===== src/rtl/rxfifo.sv =====
// rxfifo: byte queue between the rxuart receiver and the CPU port, with occupancy, almost-full and sticky overflow.
// Latency: a byte taken from the receiver at edge N is presented show-ahead on data during cycle N+1.
// Backpressure: none toward the receiver (rx_rd follows rx_valid); a byte arriving full with no pop is dropped and sets overflow.
module rxfifo #(
    parameter int DEPTH_LOG2 = 4,
    parameter int AFULL      = 12
) (
    input  logic                  clk,
    input  logic                  resetq,
    input  logic                  rx_valid,
    input  logic [7:0]            rx_data,
    output logic                  rx_rd,
    input  logic                  rd,
    output logic                  valid,
    output logic [7:0]            data,
    output logic [DEPTH_LOG2:0]   count,
    output logic                  almost_full,
    output logic                  overflow,
    input  logic                  clr_ovf
);

    localparam int DEPTH = 1 << DEPTH_LOG2;
    localparam logic [DEPTH_LOG2:0] FULL_CNT  = DEPTH[DEPTH_LOG2:0];
    localparam logic [DEPTH_LOG2:0] AFULL_CNT = AFULL[DEPTH_LOG2:0];

    logic [7:0]            mem [DEPTH];
    logic [DEPTH_LOG2-1:0] wptr;
    logic [DEPTH_LOG2-1:0] rptr;
    logic                  full;
    logic                  push;
    logic                  pop;
    logic                  drop;

    // Handshake decode: the receiver is always drained; full-without-pop turns the take into a drop.
    always_comb begin
        rx_rd = rx_valid & resetq;
        valid = (count != '0);
        full  = (count == FULL_CNT);
        pop   = rd & valid;
        push  = rx_rd & (~full | pop);
        drop  = rx_rd & full & ~pop;
    end

    // Show-ahead head byte, forced to zero when empty so stale storage never leaks out.
    always_comb begin
        data        = valid ? mem[rptr] : 8'h00;
        almost_full = (count >= AFULL_CNT);
    end

    // Storage is not reset; only entries behind wptr are ever read.
    always_ff @(posedge clk) begin
        if (push) begin
            mem[wptr] <= rx_data;
        end
    end

    // Pointers and explicit occupancy; count disambiguates full from empty when wptr == rptr.
    always_ff @(posedge clk or negedge resetq) begin
        if (!resetq) begin
            wptr  <= '0;
            rptr  <= '0;
            count <= '0;
        end else begin
            if (push) begin
                wptr <= wptr + 1'b1;
            end
            if (pop) begin
                rptr <= rptr + 1'b1;
            end
            if (push && !pop) begin
                count <= count + 1'b1;
            end else if (pop && !push) begin
                count <= count - 1'b1;
            end
        end
    end

    // Sticky overflow: a drop in the same cycle as clr_ovf wins.
    always_ff @(posedge clk or negedge resetq) begin
        if (!resetq) begin
            overflow <= 1'b0;
        end else if (drop) begin
            overflow <= 1'b1;
        end else if (clr_ovf) begin
            overflow <= 1'b0;
        end
    end

endmodule

===== config.mk =====
export PLATFORM = sky130hd
export DESIGN_NAME = rxfifo
export DESIGN_NICKNAME = d
export VERILOG_FILES = /design/src/rtl/rxfifo.sv
export SDC_FILE = /design/constraint.sdc
export NUM_CORES = 1
export LEC_CHECK = 0
export BUFFER_PORTS_ARGS = -buffer_cell sky130_fd_sc_hd__clkbuf_2
export CORE_ASPECT_RATIO = 2
export CORE_MARGIN = 8
export CORE_UTILIZATION = 25
export CTS_CLUSTER_SIZE = 10
export DETAILED_ROUTE_END_ITERATION = 12
export PLACE_DENSITY = 0.36
export SYNTH_ARGS = -nofsm -noshare
export SYNTH_HDL_FRONTEND = slang
export SYNTH_SLANG_ARGS = --single-unit

===== constraint.sdc =====
create_clock -name clk -period 3.2 [get_ports clk]
set_input_delay 0.48 -clock clk [delete_from_list [all_inputs] [get_ports clk]]
set_output_delay 0.48 -clock clk [all_outputs]
set_load 0.1 [all_outputs]

==> impl_table.tex <==
\begin{tabular}{lr}
\hline
Metric & Value \\
\hline
\multicolumn{2}{l}{\textbf{Yosys}} \\
Synth area leaders & sky130\_fd\_sc\_hd\_\_edfxtp\_1, sky130\_fd\_sc\_hd\_\_mux4\_2, sky130\_fd\_sc\_hd\_\_dfrtp\_1 \\
Async S/R FF share, synth & 0.0986 \\
Largest family of logic cells by synthesized area & multiplexers \\
Share of the synthesized area in compound gates (AO/OA/AOI/OAI) & 0.0285 \\
Yosys cell types & 40 \\
Post-synthesis cell area & 5930 um\^{}2 \\
Top cell type's share of synthesized area & 0.649 \\
Synthesized-area fraction occupied by xor and xnor cells & 0.0133 \\
Dominant register cell in the synthesized netlist & sky130\_fd\_sc\_hd\_\_edfxtp\_1 \\
Post-synthesis simple-gate area fraction & 0.0384 \\
Synthesized area per cell & 19.4 um\^{}2 \\
Post-synthesis sequential area ratio & 0.708 \\
Adder-Cell Fraction of Synth Area & 0.0245 \\
EDFF count, synth & 128 \\
Multiplexer share of the synthesized area & 0.160 \\
Net count of the mapped netlist & 330 \\
Yosys reg bits & 142 \\
Instance count of the mapped netlist & 306 \\
Total of warnings raised by yosys & 0 \\
Cell type contributing the most total cell area after synthesis & sky130\_fd\_sc\_hd\_\_edfxtp\_1 \\
\multicolumn{2}{l}{\textbf{Clocking}} \\
Worst-path clk slew & 0.06 ns \\
Root cell of the clock tree & sky130\_fd\_sc\_hd\_\_clkbuf\_16 \\
Clock tree from TritonCTS & yes \\
Max H-tree Level & 4 \\
Post-cts repair resize count & 0 \\
Total number of clock tree sinks & 142 \\
Clock insertion delay at the later pin of the skew report & 0.42 ns \\
CTS buffer count & 17 \\
Clock tree buffer depth & 2 \\
Setup Buffers After CTS & 0 \\
Number of buffers inserted for hold repair after clock tree synthesis & 0 \\
\multicolumn{2}{l}{\textbf{Pwr}} \\
Peak VDD IR & 0.999 mV \\
Total power divided by cell area & 1110 nW/um\^{}2 \\
Lkg Pwr & 0.00249 uW \\
Total power draw & 8010 uW \\
\multicolumn{2}{l}{\textbf{Floorplan}} \\
Boundary Pins & 30 \\
Initial Utilization & 0.254 \\
Core Rows & 79 \\
Die ar. & 29,200 um\^{}2 \\
Placeable core region & 23,300 um\^{}2 \\
Die span in x & 125 um \\
Chip Height & 234 um \\
\multicolumn{2}{l}{\textbf{Worst setup path}} \\
Required time worst endpoint & 2.72 ns \\
Capture point of the worst reg-to-reg path & count[4] \\
Type of the worst setup path & reg2out \\
Launching instance or port of the critical path & rptr[1] \\
Nature of the critical path endpoint & output port \\
Worst EP arrival & 2.52 ns \\
Startpoint class of the critical path & flip-flop \\
Worst reg2reg setup slack & 0.51 ns \\
Reg-to-Reg Start & count[1] \\
Largest fanout on the critical path & 13 \\
Depth of the worst register-to-register path & 10 \\
Worst setup path endpoint & data[0] \\
\multicolumn{2}{l}{\textbf{Cells and area}} \\
Number of nets in the layout & 373 \\
Leading cell type in the layout, fill and taps excluded & sky130\_fd\_sc\_hd\_\_edfxtp\_1 \\
Highest-count cells in the layout ignoring fill and taps & sky130\_fd\_sc\_hd\_\_edfxtp\_1, sky130\_fd\_sc\_hd\_\_mux4\_2, sky130\_fd\_sc\_hd\_\_clkbuf\_2 \\
Proportion of layout cells with a drive suffix above 1 & 0.299 \\
Final antenna diode count & 0 \\
Fin util & 0.310 \\
Area overhead of the layout relative to synthesis & 22.1\% \\
\multicolumn{2}{l}{\textbf{Timing}} \\
Final number of setup-violating endpoints & 0 \\
Worst relative slew slack & 0.212 \\
Max frequency & 334 MHz \\
Final sum of negative setup slack & 0 ns \\
Final critical path time including I/O delays and setup & 3.00 ns \\
Setup skew after layout & 0.00685 ns \\
Minimum setup slack in the final design & 0.205 ns \\
Endpoints failing hold & 0 \\
Final Slew Violations & 0 \\
RSZ-0062 raised after global routing & no \\
Post-route clock period utilization & 0.936 \\
Actual transition at the worst max-transition pin & 1.18 ns \\
\multicolumn{2}{l}{\textbf{Placed design}} \\
Setup slack at placement & 0.507 ns \\
Global placement routability congestion & 0.731 \\
Post-DP HPWL & 9.80 mm \\
Port buffer count & 29 \\
\multicolumn{2}{l}{\textbf{Detailed routing}} \\
Number of remaining DRC errors & 0 \\
Total routed wirelength & 14.2 mm \\
Drt first pass iters & 4 \\
Antenna viol nets, final & 0 \\
Vias after detailed routing & 2,858 \\
Vias/cell & 4.44 \\
Post-detailed-route wirelength per cell & 22.0 um \\
1st-iter DRT viols & 228 \\
\multicolumn{2}{l}{\textbf{Min path}} \\
Path type of the worst min-delay path & in2async \\
\multicolumn{2}{l}{\textbf{Run}} \\
Count of max-cap constraint violations & 0 \\
\multicolumn{2}{l}{\textbf{Global route}} \\
Number of global-route vias before repair & 3,239 \\
Pin count of the biggest net entering global routing & 27 \\
Overall overflow remaining after global route & 0 \\
Global-route wire length before repair & 21.5 mm \\
GRT Total Usage & 0.103 \\
Antenna violations before repair & 0 \\
\multicolumn{2}{l}{\textbf{Run status}} \\
Result of the run & complete, no violations \\
\hline
\end{tabular}
[worst min path at each step]
stage	depth (start not counted)	slack, ns	to	startpoint
after floorplan	0	0.18	count[0]	resetq
after global placement	2	0.46	rptr[0]	resetq
after detailed placement	2	0.46	rptr[0]	resetq
after CTS	2	0.0006	count[1]	resetq
after global routing	2	0.02	count[1]	resetq
final	2	0.007	rptr[0]	resetq
[logic make-up (layout without fill, tap and decap cells)]
| group | Yosys count | count (layout) |
|---|---|---|
| muxes | 50 | 50 |
| and+or+nand+nor | 40 | 40 |
| AOI/OAI and AO/OA | 28 | 28 |
| buffers and inverters | 26 | 81 |
| DFF | 142 | 142 |
| adders and majority gates | 11 | 11 |
| xor gates and xnor gates | 9 | 9 |
[Yosys cell counts (2+ instances only)]
cell,number
sky130_fd_sc_hd__nor2b_1,2
sky130_fd_sc_hd__nor2_1,4
sky130_fd_sc_hd__nand3_1,5
sky130_fd_sc_hd__inv_1,12
sky130_fd_sc_hd__mux2i_1,9
sky130_fd_sc_hd__ha_1,10
sky130_fd_sc_hd__buf_2,4
sky130_fd_sc_hd__mux2_2,8
sky130_fd_sc_hd__o21ai_1,10
sky130_fd_sc_hd__or3_1,2
sky130_fd_sc_hd__mux4_2,23
sky130_fd_sc_hd__a21oi_1,9
sky130_fd_sc_hd__mux4_1,9
sky130_fd_sc_hd__clkbuf_1,4
sky130_fd_sc_hd__buf_12,2
sky130_fd_sc_hd__xnor2_1,8
sky130_fd_sc_hd__and3b_1,2
sky130_fd_sc_hd__buf_6,2
sky130_fd_sc_hd__and2_1,12
sky130_fd_sc_hd__o21ai_0,2
sky130_fd_sc_hd__o2111ai_1,2
sky130_fd_sc_hd__edfxtp_1,128
sky130_fd_sc_hd__nand2_1,7
sky130_fd_sc_hd__dfrtp_1,14
[layer usage]
layer,vias to the layer above,track usage,part of all wire
li1,1308,-,-
met1,1490,0.105,0.38
met2,47,0.197,0.57
met3,13,0.0272,0.029
met4,0,0.0414,0.015
met5,-,0,0
[per-stage QoR]
| step | area (um^2) | hold slack (ns) | cells |
|---|---|---|---|
| floorplan | 6020 | 0.184 | 306 |
| global placement | 6610 | 0.459 | 613 |
| detailed placement | 6610 | 0.463 | 613 |
| CTS | 7230 | 0.000650 | 644 |
| global route | 7230 | 0.0189 | 644 |
| finish | 7230 | 0.00703 | 644 |
[worst max-delay path, stage by stage, from the launching register on]
cell and delay, ns:
sky130_fd_sc_hd__dfrtp_2 0.38, sky130_fd_sc_hd__buf_4 0.26, sky130_fd_sc_hd__mux4_1 0.60, sky130_fd_sc_hd__mux2_2 0.30, sky130_fd_sc_hd__o21ai_1 0.27, sky130_fd_sc_hd__a21oi_4 0.06
sky130_fd_sc_hd__buf_12 0.20
[layout make-up]
| cell class | count | area [um^2] |
|---|---|---|
| Fill cell | 2263 | 16100 |
| Sequential cell | 142 | 4200 |
| Multi-Input combinational cell | 138 | 1660 |
| Clock buffer | 18 | 429 |
| Timing Repair Buffer | 38 | 358 |
| Tap cell | 283 | 354 |
| Clock inverter | 13 | 196 |
| Inverter | 12 | 45.0 |
[sequential cells by signal, summed over array words and instances (netlist names)]
signal	count
overflow	1
rptr	4
wptr	4
count	5
mem	128
[power breakdown]
part           switching [uW]  internal [uW]
sequential                184           2200
clock                     751           1370
combinational            2200           1310
total                    3140           4870
No activity file was read; power rests on OpenSTA's default activity.
